**src/rtl/morse_symbol_rx_if.sv**
```systemverilog
`default_nettype none
// ============================================================================
// Module      : morse_symbol_rx_if
// Description : Light-line input and symbol/character outputs of the receiver.
// Revision    : 1.0
// ============================================================================
interface morse_symbol_rx_if #(
    parameter int MAX_SYM = 5
);
    logic               led_in;
    logic               sym_valid;
    logic               symbol;
    logic               char_valid;
    logic [MAX_SYM-1:0] char_code;
    logic [2:0]         char_len;
    logic               word_gap;
    logic               err;

    // master: the receiver itself; slave: the light source plus the downstream consumer
    modport master (
        input  led_in,
        output sym_valid, symbol, char_valid, char_code, char_len, word_gap, err
    );
    modport slave (
        output led_in,
        input  sym_valid, symbol, char_valid, char_code, char_len, word_gap, err
    );
endinterface
`default_nettype wire

```
**src/rtl/morse_symbol_rx.sv**
```systemverilog
`default_nettype none
// ============================================================================
// Module      : morse_symbol_rx
// Description : Classifies sampled light marks as dot/dash and assembles them
//               into characters, flagging letter and word gaps.
// Revision    : 1.0
// ============================================================================
module morse_symbol_rx #(
    parameter int DOT_MAX    = 1,
    parameter int DASH_MIN   = 2,
    parameter int DASH_MAX   = 3,
    parameter int LETTER_GAP = 3,
    parameter int WORD_GAP   = 7,
    parameter int MAX_SYM    = 5
) (
    input logic              clock,
    input logic              reset,
    morse_symbol_rx_if.master bus
);
    localparam int HW = $clog2(DASH_MAX + 2);
    localparam int LW = $clog2(WORD_GAP + 1);

    localparam logic [1:0] IDLE  = 2'd0;
    localparam logic [1:0] MARK  = 2'd1;
    localparam logic [1:0] SPACE = 2'd2;
    localparam logic [1:0] GAP   = 2'd3;

    localparam logic [HW-1:0] HI_SAT       = HW'(DASH_MAX + 1);
    localparam logic [HW-1:0] DOT_MAX_C    = HW'(DOT_MAX);
    localparam logic [HW-1:0] DASH_MIN_C   = HW'(DASH_MIN);
    localparam logic [HW-1:0] DASH_MAX_C   = HW'(DASH_MAX);
    localparam logic [LW-1:0] LETTER_GAP_C = LW'(LETTER_GAP);
    localparam logic [LW-1:0] WORD_GAP_C   = LW'(WORD_GAP);
    localparam logic [2:0]    MAX_SYM_C    = 3'(MAX_SYM);

    logic [1:0]         state;
    logic [HW-1:0]      hi_cnt;
    logic [LW-1:0]      lo_cnt;
    logic [MAX_SYM-1:0] sr;
    logic [2:0]         len;

    logic               is_dot;
    logic               is_dash;
    logic               sym_ok;
    logic [LW-1:0]      lo_inc;
    logic [MAX_SYM:0]   sr_ext;

    always_comb begin
        is_dot  = (hi_cnt != '0) && (hi_cnt <= DOT_MAX_C);
        is_dash = (hi_cnt >= DASH_MIN_C) && (hi_cnt <= DASH_MAX_C);
        sym_ok  = (is_dot || is_dash) && (len < MAX_SYM_C);
        lo_inc  = (lo_cnt == WORD_GAP_C) ? lo_cnt : lo_cnt + LW'(1);
        // widened shift keeps the newest symbol at bit0 even when MAX_SYM is 1
        sr_ext  = {sr, is_dash};
    end

    always_ff @(posedge clock) begin
        if (reset) begin
            state          <= IDLE;
            hi_cnt         <= '0;
            lo_cnt         <= '0;
            sr             <= '0;
            len            <= '0;
            bus.sym_valid  <= 1'b0;
            bus.symbol     <= 1'b0;
            bus.char_valid <= 1'b0;
            bus.char_code  <= '0;
            bus.char_len   <= '0;
            bus.word_gap   <= 1'b0;
            bus.err        <= 1'b0;
        end else begin
            bus.sym_valid  <= 1'b0;
            bus.char_valid <= 1'b0;
            bus.word_gap   <= 1'b0;
            bus.err        <= 1'b0;
            case (state)
                IDLE: begin
                    if (bus.led_in) begin
                        state  <= MARK;
                        hi_cnt <= HW'(1);
                    end
                end
                MARK: begin
                    if (bus.led_in) begin
                        if (hi_cnt != HI_SAT) hi_cnt <= hi_cnt + HW'(1);
                    end else if (sym_ok) begin
                        bus.sym_valid <= 1'b1;
                        bus.symbol    <= is_dash;
                        sr            <= sr_ext[MAX_SYM-1:0];
                        len           <= len + 3'd1;
                        state         <= SPACE;
                        lo_cnt        <= LW'(1);
                    end else begin
                        // overlong mark or too many symbols: drop the whole character
                        bus.err <= 1'b1;
                        sr      <= '0;
                        len     <= '0;
                        state   <= IDLE;
                    end
                end
                SPACE: begin
                    if (bus.led_in) begin
                        state  <= MARK;
                        hi_cnt <= HW'(1);
                    end else begin
                        lo_cnt <= lo_inc;
                        if (lo_inc == LETTER_GAP_C) begin
                            bus.char_valid <= 1'b1;
                            bus.char_code  <= sr;
                            bus.char_len   <= len;
                            sr             <= '0;
                            len            <= '0;
                            state          <= GAP;
                        end
                    end
                end
                default: begin
                    if (bus.led_in) begin
                        state  <= MARK;
                        hi_cnt <= HW'(1);
                    end else begin
                        lo_cnt <= lo_inc;
                        if (lo_inc == WORD_GAP_C) begin
                            bus.word_gap <= 1'b1;
                            state        <= IDLE;
                        end
                    end
                end
            endcase
        end
    end
endmodule
`default_nettype wire

```
**src/flat_wrapper.sv**
```systemverilog
// flat-port wrapper written by rule: the top's interface ports become plain ports
module morse_symbol_rx_flat 
#(
    parameter int DOT_MAX    = 1,
    parameter int DASH_MIN   = 2,
    parameter int DASH_MAX   = 3,
    parameter int LETTER_GAP = 3,
    parameter int WORD_GAP   = 7,
    parameter int MAX_SYM    = 5
)
  (clock, reset, bus_led_in, bus_sym_valid, bus_symbol, bus_char_valid, bus_char_code, bus_char_len, bus_word_gap, bus_err);
  morse_symbol_rx_if #(.MAX_SYM(MAX_SYM)) bus_i ();
  input logic clock;
  input logic reset;
  input wire logic [$bits(bus_i.led_in)-1:0] bus_led_in;
  output wire logic [$bits(bus_i.sym_valid)-1:0] bus_sym_valid;
  output wire logic [$bits(bus_i.symbol)-1:0] bus_symbol;
  output wire logic [$bits(bus_i.char_valid)-1:0] bus_char_valid;
  output wire logic [$bits(bus_i.char_code)-1:0] bus_char_code;
  output wire logic [$bits(bus_i.char_len)-1:0] bus_char_len;
  output wire logic [$bits(bus_i.word_gap)-1:0] bus_word_gap;
  output wire logic [$bits(bus_i.err)-1:0] bus_err;
  assign bus_i.led_in = bus_led_in;
  assign bus_sym_valid = bus_i.sym_valid;
  assign bus_symbol = bus_i.symbol;
  assign bus_char_valid = bus_i.char_valid;
  assign bus_char_code = bus_i.char_code;
  assign bus_char_len = bus_i.char_len;
  assign bus_word_gap = bus_i.word_gap;
  assign bus_err = bus_i.err;
  morse_symbol_rx #(.DOT_MAX(DOT_MAX), .DASH_MIN(DASH_MIN), .DASH_MAX(DASH_MAX), .LETTER_GAP(LETTER_GAP), .WORD_GAP(WORD_GAP), .MAX_SYM(MAX_SYM)) u_core (.clock(clock), .reset(reset), .bus(bus_i));
endmodule
```
**config.mk**
```make
export PLATFORM = sky130hd
export DESIGN_NAME = morse_symbol_rx_flat
export DESIGN_NICKNAME = d
export VERILOG_FILES = /design/src/rtl/morse_symbol_rx_if.sv /design/src/rtl/morse_symbol_rx.sv /design/src/flat_wrapper.sv
export SDC_FILE = /design/constraint.sdc
export NUM_CORES = 1
export LEC_CHECK = 0
export CORE_MARGIN = 1.5
export CORE_UTILIZATION = 55
export CTS_BUF_LIST = sky130_fd_sc_hd__clkbuf_4 sky130_fd_sc_hd__clkbuf_8
export DETAILED_ROUTE_END_ITERATION = 10
export HOLD_SLACK_MARGIN = 0.03
export PLACE_DENSITY = 0.82
export SYNTH_ARGS = -nofsm -noshare
export SYNTH_HDL_FRONTEND = slang
export SYNTH_SLANG_ARGS = --single-unit
```
**constraint.sdc**
```tcl
create_clock -name clock -period 2.1 [get_ports clock]
set_input_delay 0.21 -clock clock [delete_from_list [all_inputs] [get_ports clock]]
set_output_delay 0.21 -clock clock [all_outputs]
set_load 0.01 [all_outputs]
```
==> impl_metrics.env, run 1 <==
export IMPL_synth_net_count=149
export IMPL_synth_adder_area_share_pct=6.616
export IMPL_clock_path_buffers=2
export IMPL_path_cells="ha_1, or4b_4, nor3_4, buf_4, mux2i_1, nor2_1"
export IMPL_vias=1151
export IMPL_synth_area_top_cells="dfxtp_1 44%, mux2i_1 7.6%, ha_1 6.6%"
export IMPL_holdCritPathClass="reg2reg"
export IMPL_crit_start="u_core.lo_cnt[0]"
export IMPL_diodes=0
export IMPL_clk_insertion_delay_late_ps=330
export IMPL_tightest_slew_ps=544.6
export IMPL_p_leak_nw=0.6012
export IMPL_avgRoutedWirePerCell_um=14.65
export IMPL_fp_coreArea_mm2=0.002233
export IMPL_async_flop_share_pct=0
export IMPL_holdCritStartpoint="u_core.bus.symbol"
export IMPL_drt_iter0_drc=42
export IMPL_setup_violations=0
export IMPL_place_gp_congestion=0.8756
export IMPL_cts_root_buf="clkbuf_4"
export IMPL_antenna_found_initial=0
export IMPL_grt_total_usage_pct=24.28
export IMPL_cp_start_kind="flop"
export IMPL_drc=0
export IMPL_max_cap_viol_count=0
export IMPL_drv_slew=0
export IMPL_syn_inst=139
export IMPL_slowest_delay_ps=510
export IMPL_finalSetupTns_ps=0
export IMPL_initial_core_util_pct=59.27
export IMPL_numCtsBuffers=5
export IMPL_setup_worst_path_class="reg2reg"
export IMPL_critPathRequiredTime_ps=2310
export IMPL_whs_ps=490.3
export IMPL_die_area_mm2=0.002710
export IMPL_yosysMostFrequentCell="dfxtp_1"
export IMPL_post_cts_buffers=0
export IMPL_grt_setup_unrepaired="false"
export IMPL_r2r_cells=6
export IMPL_drive_gt1_share_pct=9.756
export IMPL_yosysTopAreaCell="dfxtp_1"
export IMPL_syn_to_final_growth_pct=20.98
export IMPL_fill_cells=183
export IMPL_relSlewSlack_pct=63.31
export IMPL_reg2reg_to="u_core.bus.char_code[3]"
export IMPL_post_route_min_period_ps=1950
export IMPL_synth_simple_gate_area_share_pct=15.78
export IMPL_synth_area_mm2=0.001324
export IMPL_setup_ws_ps=150.4
export IMPL_synth_edff_count=0
export IMPL_rows=17
export IMPL_synth_top_family_by_area="compound AO/OA/AOI/OAI gates"
export IMPL_grt_max_degree=16
export IMPL_die_w_um=52.06
export IMPL_hold_violations=0
export IMPL_synth_xor_area_share_pct=0
export IMPL_synth_compound_area_share_pct=22.78
export IMPL_ys_flop_type="dfxtp_1"
export IMPL_port_buffers=15
export IMPL_synth_top_area_share_pct=43.86
export IMPL_grt_overflow_total=0
export IMPL_power_density_mw_per_mm2=649.4
export IMPL_dp_hpwl_um=2061
export IMPL_syn_area_per_cell_um2=9.524
export IMPL_first_pass_iters=4
export IMPL_clk_pin_slew_ps=100
export IMPL_multiInputGateArea_um2=698.2
export IMPL_die_h_um=52.06
export IMPL_placed_area_mm2=0.001531
export IMPL_yosys_warnings=0
export IMPL_htreeDepth=2
export IMPL_synth_seq_area_share_pct=43.86
export IMPL_max_freq_ghz=0.5129
export IMPL_final_seq_area_um2=580.6
export IMPL_grt_pass1_vias=1066
export IMPL_ant_nets=0
export IMPL_ys_types=33
export IMPL_post_synth_mux_area_share_pct=7.561
export IMPL_grt_pass1_wl_um=4740
export IMPL_crit_fanout=8
export IMPL_clock_sinks=29
export IMPL_final_nets=173
export IMPL_cp_arrival_ps=2160
export IMPL_run_status="complete, no violations"
export IMPL_totalWireLength_um=2812
export IMPL_reg2reg_slack_ps=150
export IMPL_ios=16
export IMPL_ir_worst_vdd_mv=0.4838
export IMPL_fin_area_mm2=0.001602
export IMPL_pre_cts_slack_ps=148.3
export IMPL_fin_skew_ps=15.54
export IMPL_fin_crit_sh_pct=92.84
export IMPL_r2r_start="u_core.lo_cnt[0]"
export IMPL_crit_path_top_delay_cell="or4b_4"
export IMPL_cts_tree="done"
export IMPL_viasPerCell=5.995
export IMPL_worst_setup_path_end_kind="flop"
export IMPL_ys_ff_latch=29
export IMPL_synth_common_cells="29 x dfxtp_1, 14 x a21oi_1, 13 x nor2_1"
export IMPL_endpoint="u_core.bus.char_code[3]"
sequential cells by signal, summed over array words and instances, names as in the netlist:
name / cells
u_core.bus.char_code: 5
u_core.sr: 5
u_core.bus.char_len: 3
u_core.hi_cnt: 3
u_core.len: 3
u_core.lo_cnt: 3
u_core.state: 2
u_core.bus.char_valid: 1
u_core.bus.err: 1
u_core.bus.sym_valid: 1
u_core.bus.symbol: 1
u_core.bus.word_gap: 1
worst min path at each step:
stage,endpoint,depth (start not counted)
2_1_floorplan,u_core.state[0],2
3_3_place_gp,u_core.bus.symbol,2
4_1_cts,u_core.bus.symbol,2
3_5_place_dp,u_core.bus.symbol,2
6_report,u_core.bus.symbol,2
5_1_grt,u_core.bus.symbol,2
repair_timing:
action / 4_1_cts / 5_1_grt
hold endpoints to repair: 0 / 0
endpoints found under the setup margin: 0 / 4
hold buffers: 0 / 0
resized for setup: 0 / 2
where the power goes:
group | total [W] | switching [W] | internal, W
logic | 0.0000824 | 0.0000498 | 0.0000327
registers | 0.000569 | 0.0000110 | 0.000558
clock network | 0.000388 | 0.000194 | 0.000194
worst max-delay path, delay by kind of cell, from the launching register on:
| family | cells | cell delay, ps |
|---|---|---|
| muxes | 1 | 200 |
| buffers and inverters | 1 | 210 |
| DFF | 1 | 360 |
| adders and majority gates | 1 | 330 |
| and+or+nand+nor | 3 | 740 |
cells in the final DEF (no fill, tap or decap), drive strengths merged:
cell           netlist  final
clkdlybuf4s50        0     15
nand3b               1      1
a211oi               3      3
nand3                2      2
a21o                 1      1
inv                  8      8
buf                  1      5
o32a                 1      1
nor2                13     13
o21ai                7      7
or4b                 1      1
nor4                 3      3
o31a                 1      1
nor3                 5      5
or2b                 1      1
o2111ai              2      2
o21a                 2      2
nor2b                2      2
nand2                3      3
a41o                 1      1
o211ai               5      5
ha                   7      7
a21oi               14     14
o32ai                2      2
or2                  1      1
clkinv               0      1
a22o                 4      4
dfxtp               29     29
o31ai                1      1
clkbuf               2      7
nor4b                2      2
a22oi                1      1
mux2i               10     10
nand2b               3      3
per-layer routing:
layer | routed length [um] | vias to the layer above | global-route usage [%]
met5 | 0 | - | 0
met4 | 50 | 0 | 12.72
met3 | 177 | 12 | 8.908
met2 | 1342 | 44 | 37.55
met1 | 1241 | 526 | 29.22
li1 | - | 569 | -
per-stage QoR:
stage               instances  total power [W]  util (%)
detailed placement        184        0.0006620     68.57
global route              192         0.001085     71.71
CTS                       192         0.001048     71.71
floorplan                 139        0.0006350         -
finish                    192         0.001040     71.71
global placement          184        0.0006596     68.57
logic make-up after synthesis:
kind of cell	after synthesis
buffers and inverters	11
adders and majority gates	7
muxes	10
AOI/OAI and AO/OA	45
and+or+nand+nor	37
DFF	29
cell type report:
cell class / count / area share [%]
Inverter: 8 / 1.875
Clock inverter: 1 / 0.3125
Tap cell: 28 / 2.187
Clock buffer: 7 / 4.062
Multi-Input combinational cell: 99 / 43.59
Timing Repair Buffer: 20 / 11.72
Sequential cell: 29 / 36.25
Note: power is estimated with default switching activity, not from simulation.
==> run 2, diff against run 1 <==
--- a/config.mk
+++ b/config.mk
@@ -11,6 +11,7 @@
 export DETAILED_ROUTE_END_ITERATION = 10
 export HOLD_SLACK_MARGIN = 0.03
 export PLACE_DENSITY = 0.82
+export SKIP_LAST_GASP = 1
 export SYNTH_ARGS = -nofsm -noshare
 export SYNTH_HDL_FRONTEND = slang
 export SYNTH_SLANG_ARGS = --single-unit
==> results of run 2 <==
Final layout, timing and power as in run 1 (identical DEF).
